### config.mk
export PLATFORM = sky130hd
export DESIGN_NAME = mips_mc_ctrl_flat
export DESIGN_NICKNAME = d
export VERILOG_FILES = /design/src/rtl/mips_mc_ctrl_if.sv /design/src/rtl/mips_mc_ctrl.sv /design/src/flat_wrapper.sv
export SDC_FILE = /design/constraint.sdc
export NUM_CORES = 1
export LEC_CHECK = 0
export BUFFER_PORTS_ARGS = -buffer_cell sky130_fd_sc_hd__buf_2
export CAP_MARGIN = 30
export CELL_PAD_IN_SITES_DETAIL_PLACEMENT = 2
export CELL_PAD_IN_SITES_GLOBAL_PLACEMENT = 2
export CORE_ASPECT_RATIO = 0.6
export CORE_MARGIN = 3
export CORE_UTILIZATION = 25
export DETAILED_ROUTE_END_ITERATION = 16
export PLACE_DENSITY_LB_ADDON = 0.12
export SETUP_SLACK_MARGIN = 0.15
export SYNTH_ARGS = -nofsm -noshare
export SYNTH_HDL_FRONTEND = slang
export SYNTH_SLANG_ARGS = --single-unit
### constraint.sdc
create_clock -name clk -period 5.6 [get_ports clk]
set_input_delay 0.84 -clock clk [delete_from_list [all_inputs] [get_ports clk]]
set_output_delay 0.84 -clock clk [all_outputs]
set_load 0.02 [all_outputs]
### src/rtl/mips_mc_ctrl_if.sv
// Control bundle between the multi-cycle MIPS controller and the datapath/memory.
// The controller takes the master modport; the datapath side takes the slave modport.
interface mips_mc_ctrl_if #(
  parameter int unsigned CNT_W = 32
);
  logic [5:0]       op;
  logic [5:0]       funct;
  logic             zero;
  logic             mem_ready;
  logic             mem_re;
  logic             mem_we;
  logic             ir_we;
  logic             pc_we;
  logic             rf_we;
  logic [1:0]       pcsrc_sel;
  logic [1:0]       regdst_sel;
  logic [1:0]       wb_sel;
  logic             alusrc_sel;
  logic [2:0]       alu_op;
  logic             ext_op;
  logic             illegal;
  logic             retire;
  logic [CNT_W-1:0] retired_cnt;

  modport master (
    input  op, funct, zero, mem_ready,
    output mem_re, mem_we, ir_we, pc_we, rf_we, pcsrc_sel, regdst_sel, wb_sel,
           alusrc_sel, alu_op, ext_op, illegal, retire, retired_cnt
  );

  modport slave (
    output op, funct, zero, mem_ready,
    input  mem_re, mem_we, ir_we, pc_we, rf_we, pcsrc_sel, regdst_sel, wb_sel,
           alusrc_sel, alu_op, ext_op, illegal, retire, retired_cnt
  );
endinterface

### src/rtl/mips_mc_ctrl.sv
// Multi-cycle MIPS control FSM: FETCH/DECODE/EXE/MEM/WB sequencing over a shared datapath,
// stalling on a single memory port, with a retired-instruction counter.
module mips_mc_ctrl #(
  parameter int unsigned CNT_W = 32
) (
  input  logic           clk,
  input  logic           rst,
  mips_mc_ctrl_if.master bus
);

  localparam int unsigned ST_W = 3;

  localparam logic [2:0] S_FETCH  = 3'd0;
  localparam logic [2:0] S_DECODE = 3'd1;
  localparam logic [2:0] S_EXE    = 3'd2;
  localparam logic [2:0] S_MEM    = 3'd3;
  localparam logic [2:0] S_WB     = 3'd4;

  localparam logic [5:0] OP_RTYPE = 6'b000000;
  localparam logic [5:0] OP_J     = 6'b000010;
  localparam logic [5:0] OP_JAL   = 6'b000011;
  localparam logic [5:0] OP_BEQ   = 6'b000100;
  localparam logic [5:0] OP_ORI   = 6'b001101;
  localparam logic [5:0] OP_LUI   = 6'b001111;
  localparam logic [5:0] OP_LW    = 6'b100011;
  localparam logic [5:0] OP_SW    = 6'b101011;

  localparam logic [5:0] FN_JR    = 6'b001000;
  localparam logic [5:0] FN_ADDU  = 6'b100001;
  localparam logic [5:0] FN_SUBU  = 6'b100011;

  localparam logic [2:0] ALU_ADD  = 3'b000;
  localparam logic [2:0] ALU_SUB  = 3'b001;
  localparam logic [2:0] ALU_OR   = 3'b010;
  localparam logic [2:0] ALU_LUI  = 3'b011;

  localparam logic [1:0] PC_INC   = 2'b00;
  localparam logic [1:0] PC_BR    = 2'b01;
  localparam logic [1:0] PC_JMP   = 2'b10;
  localparam logic [1:0] PC_RS    = 2'b11;

  localparam logic [1:0] RD_RT    = 2'b00;
  localparam logic [1:0] RD_RD    = 2'b01;
  localparam logic [1:0] RD_RA    = 2'b10;

  localparam logic [1:0] WB_ALU   = 2'b00;
  localparam logic [1:0] WB_MEM   = 2'b01;
  localparam logic [1:0] WB_PC4   = 2'b10;

  logic [ST_W-1:0]  state_q, state_d;
  logic [CNT_W-1:0] cnt_q, cnt_d;

  // Instruction classification from the held IR fields.
  logic is_rtype, is_addu, is_subu, is_jr, is_j, is_jal, is_beq;
  logic is_ori, is_lui, is_lw, is_sw, is_legal;

  always_comb begin
    is_rtype = (bus.op == OP_RTYPE);
    is_addu  = is_rtype && (bus.funct == FN_ADDU);
    is_subu  = is_rtype && (bus.funct == FN_SUBU);
    is_jr    = is_rtype && (bus.funct == FN_JR);
    is_j     = (bus.op == OP_J);
    is_jal   = (bus.op == OP_JAL);
    is_beq   = (bus.op == OP_BEQ);
    is_ori   = (bus.op == OP_ORI);
    is_lui   = (bus.op == OP_LUI);
    is_lw    = (bus.op == OP_LW);
    is_sw    = (bus.op == OP_SW);
    is_legal = is_addu | is_subu | is_jr | is_j | is_jal | is_beq |
               is_ori | is_lui | is_lw | is_sw;
  end

  // ALU-side controls, established in EXE and held through MEM and WB.
  logic       exe_alusrc_c;
  logic [2:0] exe_alu_op_c;
  logic       exe_ext_op_c;

  always_comb begin
    exe_alusrc_c = 1'b0;
    exe_alu_op_c = ALU_ADD;
    exe_ext_op_c = 1'b0;
    if (is_subu) begin
      exe_alu_op_c = ALU_SUB;
    end else if (is_ori) begin
      exe_alusrc_c = 1'b1;
      exe_alu_op_c = ALU_OR;
    end else if (is_lui) begin
      exe_alusrc_c = 1'b1;
      exe_alu_op_c = ALU_LUI;
    end else if (is_lw || is_sw) begin
      exe_alusrc_c = 1'b1;
      exe_ext_op_c = 1'b1;
    end else if (is_beq) begin
      exe_alu_op_c = ALU_SUB;
      exe_ext_op_c = 1'b1;
    end
  end

  logic       mem_re_c, mem_we_c, ir_we_c, pc_we_c, rf_we_c;
  logic [1:0] pcsrc_c, regdst_c, wb_sel_c;
  logic       alusrc_c, ext_op_c, illegal_c, retire_c;
  logic [2:0] alu_op_c;

  // Next-state and per-state output decode.
  always_comb begin
    state_d   = state_q;
    mem_re_c  = 1'b0;
    mem_we_c  = 1'b0;
    ir_we_c   = 1'b0;
    pc_we_c   = 1'b0;
    rf_we_c   = 1'b0;
    pcsrc_c   = PC_INC;
    regdst_c  = RD_RT;
    wb_sel_c  = WB_ALU;
    alusrc_c  = 1'b0;
    alu_op_c  = ALU_ADD;
    ext_op_c  = 1'b0;
    illegal_c = 1'b0;

    case (state_q)
      S_FETCH: begin
        mem_re_c = 1'b1;
        if (bus.mem_ready) begin
          ir_we_c = 1'b1;
          pc_we_c = 1'b1;
          pcsrc_c = PC_INC;
          state_d = S_DECODE;
        end
      end
      S_DECODE: begin
        state_d = S_FETCH;
        if (is_j) begin
          pc_we_c = 1'b1;
          pcsrc_c = PC_JMP;
        end else if (is_jal) begin
          pc_we_c  = 1'b1;
          pcsrc_c  = PC_JMP;
          rf_we_c  = 1'b1;
          regdst_c = RD_RA;
          wb_sel_c = WB_PC4;
        end else if (is_jr) begin
          pc_we_c = 1'b1;
          pcsrc_c = PC_RS;
        end else if (!is_legal) begin
          illegal_c = 1'b1;
        end else begin
          state_d = S_EXE;
        end
      end
      S_EXE: begin
        alusrc_c = exe_alusrc_c;
        alu_op_c = exe_alu_op_c;
        ext_op_c = exe_ext_op_c;
        if (is_lw || is_sw) begin
          state_d = S_MEM;
        end else if (is_addu || is_subu || is_ori || is_lui) begin
          state_d = S_WB;
        end else begin
          state_d = S_FETCH;
          if (is_beq && bus.zero) begin
            pc_we_c = 1'b1;
            pcsrc_c = PC_BR;
          end
        end
      end
      S_MEM: begin
        alusrc_c = exe_alusrc_c;
        alu_op_c = exe_alu_op_c;
        ext_op_c = exe_ext_op_c;
        mem_re_c = is_lw;
        mem_we_c = is_sw;
        if (!(is_lw || is_sw)) begin
          state_d = S_FETCH;
        end else if (bus.mem_ready) begin
          state_d = is_lw ? S_WB : S_FETCH;
        end
      end
      S_WB: begin
        alusrc_c = exe_alusrc_c;
        alu_op_c = exe_alu_op_c;
        ext_op_c = exe_ext_op_c;
        rf_we_c  = 1'b1;
        regdst_c = is_rtype ? RD_RD : RD_RT;
        wb_sel_c = is_lw ? WB_MEM : WB_ALU;
        state_d  = S_FETCH;
      end
      default: begin
        state_d = S_FETCH;
      end
    endcase

    retire_c = (state_d == S_FETCH) && (state_q != S_FETCH);
    cnt_d    = cnt_q + CNT_W'(retire_c);

    // Reset cycles abandon everything and present an all-zero control word.
    if (rst) begin
      state_d   = S_FETCH;
      cnt_d     = '0;
      mem_re_c  = 1'b0;
      mem_we_c  = 1'b0;
      ir_we_c   = 1'b0;
      pc_we_c   = 1'b0;
      rf_we_c   = 1'b0;
      pcsrc_c   = PC_INC;
      regdst_c  = RD_RT;
      wb_sel_c  = WB_ALU;
      alusrc_c  = 1'b0;
      alu_op_c  = ALU_ADD;
      ext_op_c  = 1'b0;
      illegal_c = 1'b0;
      retire_c  = 1'b0;
    end
  end

  always_ff @(posedge clk) begin
    if (rst) begin
      state_q <= S_FETCH;
      cnt_q   <= '0;
    end else begin
      state_q <= state_d;
      cnt_q   <= cnt_d;
    end
  end

  assign bus.mem_re      = mem_re_c;
  assign bus.mem_we      = mem_we_c;
  assign bus.ir_we       = ir_we_c;
  assign bus.pc_we       = pc_we_c;
  assign bus.rf_we       = rf_we_c;
  assign bus.pcsrc_sel   = pcsrc_c;
  assign bus.regdst_sel  = regdst_c;
  assign bus.wb_sel      = wb_sel_c;
  assign bus.alusrc_sel  = alusrc_c;
  assign bus.alu_op      = alu_op_c;
  assign bus.ext_op      = ext_op_c;
  assign bus.illegal     = illegal_c;
  assign bus.retire      = retire_c;
  assign bus.retired_cnt = rst ? '0 : cnt_q;

endmodule

### src/flat_wrapper.sv
// flat-port wrapper written by rule: the top's interface ports become plain ports
module mips_mc_ctrl_flat 
#(
  parameter int unsigned CNT_W = 32
)
  (clk, rst, bus_op, bus_funct, bus_zero, bus_mem_ready, bus_mem_re, bus_mem_we, bus_ir_we, bus_pc_we, bus_rf_we, bus_pcsrc_sel, bus_regdst_sel, bus_wb_sel, bus_alusrc_sel, bus_alu_op, bus_ext_op, bus_illegal, bus_retire, bus_retired_cnt);
  mips_mc_ctrl_if #(.CNT_W(CNT_W)) bus_i ();
  input  logic clk;
  input  logic rst;
  input wire logic [$bits(bus_i.op)-1:0] bus_op;
  input wire logic [$bits(bus_i.funct)-1:0] bus_funct;
  input wire logic [$bits(bus_i.zero)-1:0] bus_zero;
  input wire logic [$bits(bus_i.mem_ready)-1:0] bus_mem_ready;
  output wire logic [$bits(bus_i.mem_re)-1:0] bus_mem_re;
  output wire logic [$bits(bus_i.mem_we)-1:0] bus_mem_we;
  output wire logic [$bits(bus_i.ir_we)-1:0] bus_ir_we;
  output wire logic [$bits(bus_i.pc_we)-1:0] bus_pc_we;
  output wire logic [$bits(bus_i.rf_we)-1:0] bus_rf_we;
  output wire logic [$bits(bus_i.pcsrc_sel)-1:0] bus_pcsrc_sel;
  output wire logic [$bits(bus_i.regdst_sel)-1:0] bus_regdst_sel;
  output wire logic [$bits(bus_i.wb_sel)-1:0] bus_wb_sel;
  output wire logic [$bits(bus_i.alusrc_sel)-1:0] bus_alusrc_sel;
  output wire logic [$bits(bus_i.alu_op)-1:0] bus_alu_op;
  output wire logic [$bits(bus_i.ext_op)-1:0] bus_ext_op;
  output wire logic [$bits(bus_i.illegal)-1:0] bus_illegal;
  output wire logic [$bits(bus_i.retire)-1:0] bus_retire;
  output wire logic [$bits(bus_i.retired_cnt)-1:0] bus_retired_cnt;
  assign bus_i.op = bus_op;
  assign bus_i.funct = bus_funct;
  assign bus_i.zero = bus_zero;
  assign bus_i.mem_ready = bus_mem_ready;
  assign bus_mem_re = bus_i.mem_re;
  assign bus_mem_we = bus_i.mem_we;
  assign bus_ir_we = bus_i.ir_we;
  assign bus_pc_we = bus_i.pc_we;
  assign bus_rf_we = bus_i.rf_we;
  assign bus_pcsrc_sel = bus_i.pcsrc_sel;
  assign bus_regdst_sel = bus_i.regdst_sel;
  assign bus_wb_sel = bus_i.wb_sel;
  assign bus_alusrc_sel = bus_i.alusrc_sel;
  assign bus_alu_op = bus_i.alu_op;
  assign bus_ext_op = bus_i.ext_op;
  assign bus_illegal = bus_i.illegal;
  assign bus_retire = bus_i.retire;
  assign bus_retired_cnt = bus_i.retired_cnt;
  mips_mc_ctrl #(.CNT_W(CNT_W)) u_core (.clk(clk), .rst(rst), .bus(bus_i));
endmodule
==> results of run 1 <==
-- power by group --
group	leakage, nW	total [W]	internal, W	switching (W)
combinational	0.707	0.0000408	0.0000140	0.0000269
sequential	0.282	0.000253	0.000251	0.00000254
clock	0.0733	0.000269	0.000162	0.000107
total	1.06	0.000563	0.000427	0.000136
-- sequential cells by signal (all words and copies together) (netlist names) --
register,flops
u_core.cnt_q,32
u_core.state_q,3
-- worst reg2reg max path, stage by stage, from the launching register on --
cell and delay [ps]:
dfxtp_1 620, nor2b_1 340, nand4b_1 140, mux2_2 300
a22oi_1 260, nor2_1 70, ha_1 200, ha_1 200
and2_0 230, nand4_1 350, nor3_1 90, nand3b_1 130
mux2_2 330
-- through the flow --
step / hold slack, ps / std cells
2_1_floorplan: 471 / 284
3_5_place_dp: 524 / 441
4_1_cts: 535 / 449
5_1_grt: 580 / 449
6_report: 529 / 449
3_3_place_gp: 505 / 441
-- cells by family after synthesis --
family          after synthesis  synth area share
compound gates               25            0.0751
xor+xnor                     26             0.105
buf+inv                      23            0.0474
flops                        35             0.324
other cells                   1           0.00173
simple gates                170             0.425
mux                           2            0.0104
fa+ha+maj                     2            0.0116
-- Yosys cell counts (all sizes together) (5+ instances only) --
| master | count |
|---|---|
| nor2 | 43 |
| dfxtp | 35 |
| nor2b | 32 |
| nand2 | 17 |
| xnor2 | 15 |
| nor3 | 14 |
| nand3 | 13 |
| xor2 | 11 |
| clkbuf | 9 |
| nor4 | 9 |
| buf | 7 |
| inv | 7 |
| nand4 | 7 |
| or3 | 7 |
| a21oi | 6 |
| and3 | 5 |
| nand3b | 5 |
| o21ai | 5 |
-- layout make-up --
cell class              instances  share of cell area
clock buffers                   5              0.0465
clock inverters                 3             0.00558
inverters                       7             0.00976
multi-input cells             226               0.506
flip-flops and latches         35               0.260
well taps                     108              0.0502
repair buffers                 65               0.122
-- routing by layer --
metal	GRT usage	up-vias	part of all wire
li1	-	1091	-
met1	0.236	1047	0.55
met2	0.207	51	0.39
met3	0.0347	0	0.056
met4	0.0193	0	0
met5	0	-	0
-- worst max-delay path by stage --
stage,to,slack [ps],cells after the start
final,u_core.cnt_q[30],1670,13
after global routing,u_core.cnt_q[30],1360,13
after CTS,u_core.cnt_q[30],1680,13
after detailed placement,u_core.cnt_q[30],1380,13
after global placement,u_core.cnt_q[30],1430,13
after floorplan,bus_pc_we,1900,5
==> qor.txt, run 1 <==
Mapped Cells = 284
Top Family by Delay on Critical Path = simple AND/OR/NAND/NOR gates
Yosys top cell area share = 0.324
Cells on worst reg2reg path = 12
Initial antenna violation count = 0
LEAKAGE = 1.06 nW
Post-DR vias/cell = 4.88
Dpl ws = 1380 ps
Port Buf Inserts = 64
Pre-antenna DRT Iters = 4
Vias = 2,189
Crit path max fanout = 9
Max stage delay on crit path = 600 ps
Sink Count = 35
Post-CTS setup buffers = 0
Crit-path slowest cell = or4_4
Final Hold Viols = 0
Final wirelength = 7.09 mm
R2R Path End = u_core.cnt_q[30]
CTS Hold Buffers Added = 0
Final ANT Viol Nets = 0
Layout cells sized above 1 = 0.229
Mapped cell area = 2170 um^2
Outcome = finished clean
Post-synthesis register bit count = 35
Reg clk slew, reported paths = 60 ps
GR Overflow Total = 0
Die area = 9850 um^2
R2R setup slack = 2220 ps
Ant. Diodes = 0
Drt initial violations = 97
Final setup viols = 0
Predominant post-synthesis flop cell = dfxtp_1
Worst path arrival time = 4100 ps
Most frequent cells in the layout = buf_2 (64), nor2_1 (43), dfxtp_1 (35)
GRT Overall Usage = 0.150
Critical path's most frequent cell = ha_1
Multi-input gate area = 1360 um^2
Post-synthesis sequential area ratio = 0.324
Setup TNS = 0 ps
Worst path cell trace = buf_2 -> or4_4 -> or3_4 -> o21a_1 -> a22oi_1 -> nor2_1 -> ha_1 -> ha_1 -> and2_0 -> nand4_1 -> nor3_1 -> nand3b_1 -> mux2_2
Area Growth Syn to Fin = 24.3%
Synth unique cells = 45
Buf+Inv Stages, Crit Path = 1
IO Pins = 66
Fin worst setup slack = 1670 ps
Fin area = 2690 um^2
CP endpoint kind = flip-flop
VDD IR-drop max = 91.9 uV
Warnings from Yosys = 0
Setup Skew = 2.66 ps
Final Cycle Share = 0.701
Critical path origin = bus_op[3]
CTS Buf Count = 5
Final core occ = 0.331
Largest net degree at the start of global routing = 72
Post-CTS sizing = 0
Critical Path Source Type = input pin
DRC Markers = 0
RSZ-0062 raised after global routing = no
Post-synth EDFFs = 0
Die Wd = 126 um
WP data required = 5770 ps
Detailed Place HPWL = 5.49 mm
Max clock buf depth = 2
Hold Path Stages = 2
# fillers = 977
Relative slew slack = 0.418
Syn Nets = 302
Worst Hold End = u_core.cnt_q[18]
PwrDens = 209 nW/um^2
CTS H-tree lvls = 2
Critical R2R Launch = u_core.state_q[1]
Area after DPL = 2550 um^2
Area contributors post-synth = dfxtp_1 (32%), nor2b_1 (9.2%), nor2_1 (7.5%)
Total power = 0.000563 W
Storage cell area = 701 um^2
Synth async-reset ratio = 0
Row cnt = 25
Leading area contributor after synthesis = dfxtp_1
Fmax = 255 MHz
Final Critical Period = 3930 ps
Vias in the first global route = 2,309
Max Cap Viol = 0
Vert. Die Dim = 78.1 um
First-pass GRT wire length = 12.1 mm
HP Start = u_core.cnt_q[18]
Average wire per standard cell = 15.8 um
Actual slew at the worst max-slew pin = 864 ps
CP Class = input pin to flip-flop
Nets = 358
Mapped Avg Cell Area = 7.63 um^2
Gpl congestion = 0.787
Clk_lat worst skew = 280 ps
Clk root buf = clkbuf_16
Core Region = 8130 um^2
Commonest non-fill, non-tap cell in the layout = buf_2
CTS tree = done
Final Max Slew Viols = 0
Initial Util = 0.266
Type of the worst min-delay path = flip-flop to flip-flop
(Power assumes the default switching activity.)
==> run 2: changes to the inputs <==
- clock period: 5.6 -> 3.9 ns (I/O delays scaled with it)
==> qor.txt, run 2 (synthesized netlist as in run 1, its figures left out) <==
Outcome = finished clean
PwrDens = 323 nW/um^2 (+54%)
Max clock buf depth = 2 (unchanged)
Max reg flops = 32 (unchanged)
CTS H-tree lvls = 2 (unchanged)
Most frequent cells in the layout = buf_2 (64), nor2_1 (43), dfxtp_1 (35)
CTS tree = done
Worst setup endpoint = u_core.cnt_q[31]
Cells on worst reg2reg path = 13 (+1)
IO Pins = 66 (unchanged)
Die area = 9850 um^2 (unchanged)
Vert. Die Dim = 78.1 um (unchanged)
CP endpoint kind = flip-flop
Ant. Diodes = 0 (unchanged)
GRT Overall Usage = 0.155 (+0.00564)
Reg with most FFs = u_core.cnt_q
Commonest non-fill, non-tap cell in the layout = buf_2
WP data required = 4070 ps (-1700 ps)
Fin area = 2790 um^2 (+3.4%)
Largest regs = u_core.cnt_q x32, u_core.state_q x3
Worst path arrival time = 3530 ps (-570 ps)
Final Max Slew Viols = 0 (unchanged)
R2R Path End = u_core.cnt_q[16]
Row cnt = 25 (unchanged)
GR Overflow Total = 0 (unchanged)
Worst path cell trace = buf_2 -> nor4b_1 -> a31oi_1 -> o21ai_0 -> a22oi_1 -> nor2_1 -> ha_1 -> nand3_1 -> or3_1 -> nor4_1 -> xnor2_1 -> nor2_1
Sink Count = 35 (unchanged)
Port Buf Inserts = 64 (unchanged)
Pre-antenna DRT Iters = 4 (unchanged)
Max Cap Viol = 0 (unchanged)
Actual slew at the worst max-slew pin = 813 ps (-51.5 ps)
Crit path max fanout = 8 (-1)
Final ANT Viol Nets = 0 (unchanged)
Initial Util = 0.266 (unchanged)
RSZ-0062 raised after global routing = no
R2R setup slack = 1000 ps (-1220 ps)
CTS Buf Count = 5 (unchanged)
Crit-path slowest cell = or3_1
# fillers = 981 (+0.41%)
CP Class = input pin to flip-flop
Final Cycle Share = 0.862
Hold Path Stages = 2 (unchanged)
HP Start = u_core.cnt_q[20]
First-pass GRT wire length = 12.2 mm (+0.74%)
Critical R2R Launch = u_core.state_q[2]
Critical path origin = bus_funct[2]
Critical Path Source Type = input pin
Final wirelength = 7.41 mm (+4.4%)
Clk root buf = clkbuf_16
Drt initial violations = 108 (+11%)
Core Region = 8130 um^2 (unchanged)
Gpl congestion = 0.787 (about the same)
Nets = 365 (+2.0%)
Setup Skew = 8.14 ps (+5.48 ps)
Die Wd = 126 um (unchanged)
Setup TNS = 0 ps (unchanged)
Final Hold Viols = 0 (unchanged)
Critical path's most frequent cell = nor2_1
Post-DR vias/cell = 4.88 (+0.13%)
Type of the worst min-delay path = flip-flop to flip-flop
Fmax = 298 MHz
Final setup viols = 0 (unchanged)
Layout cells sized above 1 = 0.247 (+0.0184)
Largest net degree at the start of global routing = 33 (-54%)
Vias in the first global route = 2,250 (-2.6%)
Area after DPL = 2610 um^2 (+2.1%)
VDD IR-drop max = 135 uV (+47%)
Detailed Place HPWL = 5.80 mm (+5.7%)
Clk_lat worst skew = 280 ps (about the same)
Final Critical Period = 3360 ps
Area Growth Syn to Fin = 28.6%
Relative slew slack = 0.453 (+0.0347)
Max stage delay on crit path = 550 ps (-50 ps)
Initial antenna violation count = 0 (unchanged)
Vias = 2,226 (+1.7%)
DRC Markers = 0 (unchanged)
Reg clk slew, reported paths = 60 ps (about the same)
Post-CTS setup buffers = 0 (unchanged)
Average wire per standard cell = 16.2 um (+2.8%)
LEAKAGE = 1.11 nW (+4.4%)
[run 2: changes by cell type in the layout (fill, tap and decap cells not counted), sizes merged]
cell / delta
buf: +7
clkbuf: +1
bufinv: +1
clkinv: -2
[run 2: per-stage QoR]
step                      cells  worst slack [ps]  power, W   util  hold slack, ps
after floorplan             284               462  0.000408      -             471
after global placement      448               315  0.000433  0.320             486
after detailed placement    448               136  0.000433  0.320             510
after CTS                   456               435  0.000913  0.342             518
after global routing        456               227  0.000940  0.342             585
final                       456               539  0.000899  0.342             512
[run 2: cell type report]
cell class / instances / area (um^2) / share of cell area
Inverter: 7 / 26.3 / 0.00943
Clock inverter: 2 / 35.0 / 0.0126
Multi-Input combinational cell: 226 / 1370 / 0.491
Clock buffer: 6 / 139 / 0.0499
Sequential cell: 35 / 701 / 0.252
Tap cell: 108 / 135 / 0.0485
Timing Repair Buffer: 72 / 380 / 0.137
[run 2: worst min path at each step]
stage | end
after floorplan | u_core.cnt_q[20]
after CTS | u_core.cnt_q[20]
after detailed placement | u_core.cnt_q[20]
after global routing | u_core.cnt_q[20]
after global placement | u_core.cnt_q[20]
final | u_core.cnt_q[20]
[run 2: repair_timing]
action,4_1_cts,5_1_grt
endpoints found under the setup margin,0,1
gates resized for setup,0,1
endpoints found under the hold margin,0,0
hold buffers,0,0
[run 2: metal layers]
metal	wire [um]	track usage	vias up	part of all wire
li1	-	-	1103	-
met1	3950	0.239	1061	0.53
met2	2970	0.212	58	0.40
met3	444	0.0408	4	0.060
met4	43	0.0353	0	0.0058
met5	0	0	-	0
[run 2: where the power goes]
part	switching [W]	internal (W)	total [W]
logic	0.0000400	0.0000216	0.0000615
registers	0.00000354	0.000360	0.000363
clock network	0.000157	0.000318	0.000474
total	0.000200	0.000699	0.000899
[run 2: worst max-delay path, delay by kind of cell]
kind                       cells  cell delay, ps
AOI/OAI and AO/OA              3             710
xor gates and xnor gates       1             170
adders and majority gates      1             170
buffers and inverters          1             110
and+or+nand+nor                6            1780
==> run 3: changes to the inputs <==
- CELL_PAD_IN_SITES_DETAIL_PLACEMENT: 2 -> 0
==> qor.txt, run 3 (synthesized netlist as in run 1, its figures left out) <==
Hold WS = 513 ps (+1.02 ps)
Vert. Die Dim = 78.1 um (unchanged)
LEAKAGE = 1.10 nW (-0.88%)
Outcome = finished clean
Crit-path slowest cell = or4_4
CP Class = input pin to flip-flop
Max Cap Viol = 0 (unchanged)
PwrDens = 305 nW/um^2 (-5.4%)
WP data required = 4060 ps (about the same)
Port Buf Inserts = 64 (unchanged)
Actual slew at the worst max-slew pin = 834 ps (+21.0 ps)
Row cnt = 25 (unchanged)
Final wirelength = 6.29 mm (-15%)
Initial Util = 0.266 (unchanged)
Clk root buf = clkbuf_16
Finished Layout Cells = 456 (unchanged)
CTS Buf Count = 5 (unchanged)
Nets = 365 (unchanged)
Layout cells sized above 1 = 0.241 (-0.00575)
Detailed Place HPWL = 4.77 mm (-18%)
Critical Path Source Type = input pin
P_int = 0.000653 W (-6.6%)
Crit path max fanout = 6 (-2)
Largest net degree at the start of global routing = 33 (unchanged)
Max clock buf depth = 2 (unchanged)
# placed instances = 448 (unchanged)
Seq pwr share = 0.431 (+0.027)
Max reg flops = 32 (unchanged)
Setup TNS = 0 ps (unchanged)
Worst path arrival time = 3490 ps (-40 ps)
Post-CTS setup buffers = 0 (unchanged)
Most frequent cells in the layout = buf_2 (64), nor2_1 (43), dfxtp_1 (35)
Type of the worst min-delay path = flip-flop to flip-flop
Max stage delay on crit path = 570 ps (+20 ps)
Final Cycle Share = 0.854 (-0.00749)
Average wire per standard cell = 13.8 um (-15%)
CTS tree = done
Sw Share = 0.225 (+0.00290)
Setup Skew = 4.37 ps (-3.77 ps)
Sink Count = 35 (unchanged)
Final Hold Viols = 0 (unchanged)
Relative slew slack = 0.439 (-0.0141)
# fillers = 889 (-9.4%)
Gpl congestion = 0.787 (unchanged)
Final Critical Period = 3330 ps (-29.2 ps)
Final ANT Viol Nets = 0 (unchanged)
Initial antenna violation count = 0 (unchanged)
Final Max Slew Viols = 0 (unchanged)
Area Growth Syn to Fin = 27.5%
CTS H-tree lvls = 2 (unchanged)
Post-DR vias/cell = 4.72 (-3.3%)
Commonest non-fill, non-tap cell in the layout = buf_2
IO Pins = 66 (unchanged)
Pre-antenna DRT Iters = 4 (unchanged)
DRC Markers = 0 (unchanged)
Fmax = 300 MHz (+0.88%)
Die area = 9850 um^2 (unchanged)
Power share of the clock group = 0.498 (-0.030)
Ant. Diodes = 0 (unchanged)
First-pass GRT wire length = 10.4 mm (-15%)
GR Overflow Total = 0 (unchanged)
Reg clk slew, reported paths = 50 ps (about the same)
Worst path cell trace = buf_2 -> or4_4 -> or3_4 -> o21a_1 -> a22oi_1 -> nor2_1 -> ha_1 -> ha_1 -> and2_0 -> buf_4 -> and2_1 -> nand4_1 -> xor2_1 -> nor2_1
GRT Overall Usage = 0.132 (-0.0234)
Dpl ws = 306 ps (+170 ps)
VDD IR-drop max = 127 uV (-6.3%)
Final setup viols = 0 (unchanged)
Psw = 0.000190 W (-5.0%)
Largest regs = u_core.cnt_q x32, u_core.state_q x3
Logic pwr share = 0.071 (+0.003)
CP endpoint kind = flip-flop
RSZ-0062 raised after global routing = no
Vias in the first global route = 2,008 (-11%)
Core Region = 8130 um^2 (unchanged)
CTS Hold Buffers Added = 0 (unchanged)
Clk_lat worst skew = 280 ps (about the same)
Die Wd = 126 um (unchanged)
Post-CTS sizing = 0 (unchanged)
Vias = 2,152 (-3.3%)
Reg with most FFs = u_core.cnt_q
Drt initial violations = 130 (+20%)
Fin worst setup slack = 568 ps (+29.2 ps)
## run 3: cell count changes in the layout (fill, tap and decap cells not counted)
cell       before  now
clkbuf_1        0    1
bufinv_16       1    0
clkbuf_8        1    2
clkinv_2        1    0
nor4_1          8    9
nor4_2          1    0
## run 3: cell type report
| cell class | instances | area [um^2] | area share |
|---|---|---|---|
| repair buffers | 72 | 380 | 0.138 |
| clock buffers | 8 | 156 | 0.0566 |
| flip-flops and latches | 35 | 701 | 0.254 |
| well taps | 108 | 135 | 0.0489 |
| inverters | 7 | 26.3 | 0.00952 |
| multi-input cells | 226 | 1360 | 0.493 |
## run 3: per-layer routing
| metal | global-route usage | wire length, um | vias up |
|---|---|---|---|
| met2 | 0.158 | 2170 | 61 |
| li1 | - | - | 1105 |
| met1 | 0.209 | 3640 | 979 |
| met5 | 0 | 0 | - |
| met3 | 0.0415 | 386 | 7 |
| met4 | 0.0482 | 88 | 0 |
## run 3: final timing paths
check,start,end,slack [ps],cells after the start
hold reg to reg,u_core.cnt_q[20],u_core.cnt_q[20],510,2
setup / recovery,bus_op[2],u_core.cnt_q[16],570,14
setup reg to reg,u_core.state_q[2],u_core.cnt_q[16],1050,13
hold / removal,u_core.cnt_q[20],u_core.cnt_q[20],510,2
## run 3: metrics by stage
step	utilization	area (um^2)	total power, W
floorplan	-	2170	0.000408
global placement	0.320	2610	0.000433
detailed placement	0.320	2610	0.000431
CTS	0.340	2760	0.000863
global route	0.340	2760	0.000885
finish	0.340	2760	0.000843
## run 3: worst max-delay path, delay by kind of cell
family | cells | cell delay (ps)
buffers and inverters | 2 | 290
adders and majority gates | 2 | 400
and+or+nand+nor | 7 | 1550
AOI/OAI and AO/OA | 2 | 500
xor gates and xnor gates | 1 | 160
## run 3: power groups by stage
stage	sequential, W	combinational [W]	clock (W)
after detailed placement	0.000371	0.0000604	0
after global routing	0.000363	0.0000669	0.000454
final	0.000364	0.0000596	0.000420
after floorplan	0.000369	0.0000391	0
after global placement	0.000371	0.0000612	0
after CTS	0.000363	0.0000604	0.000440
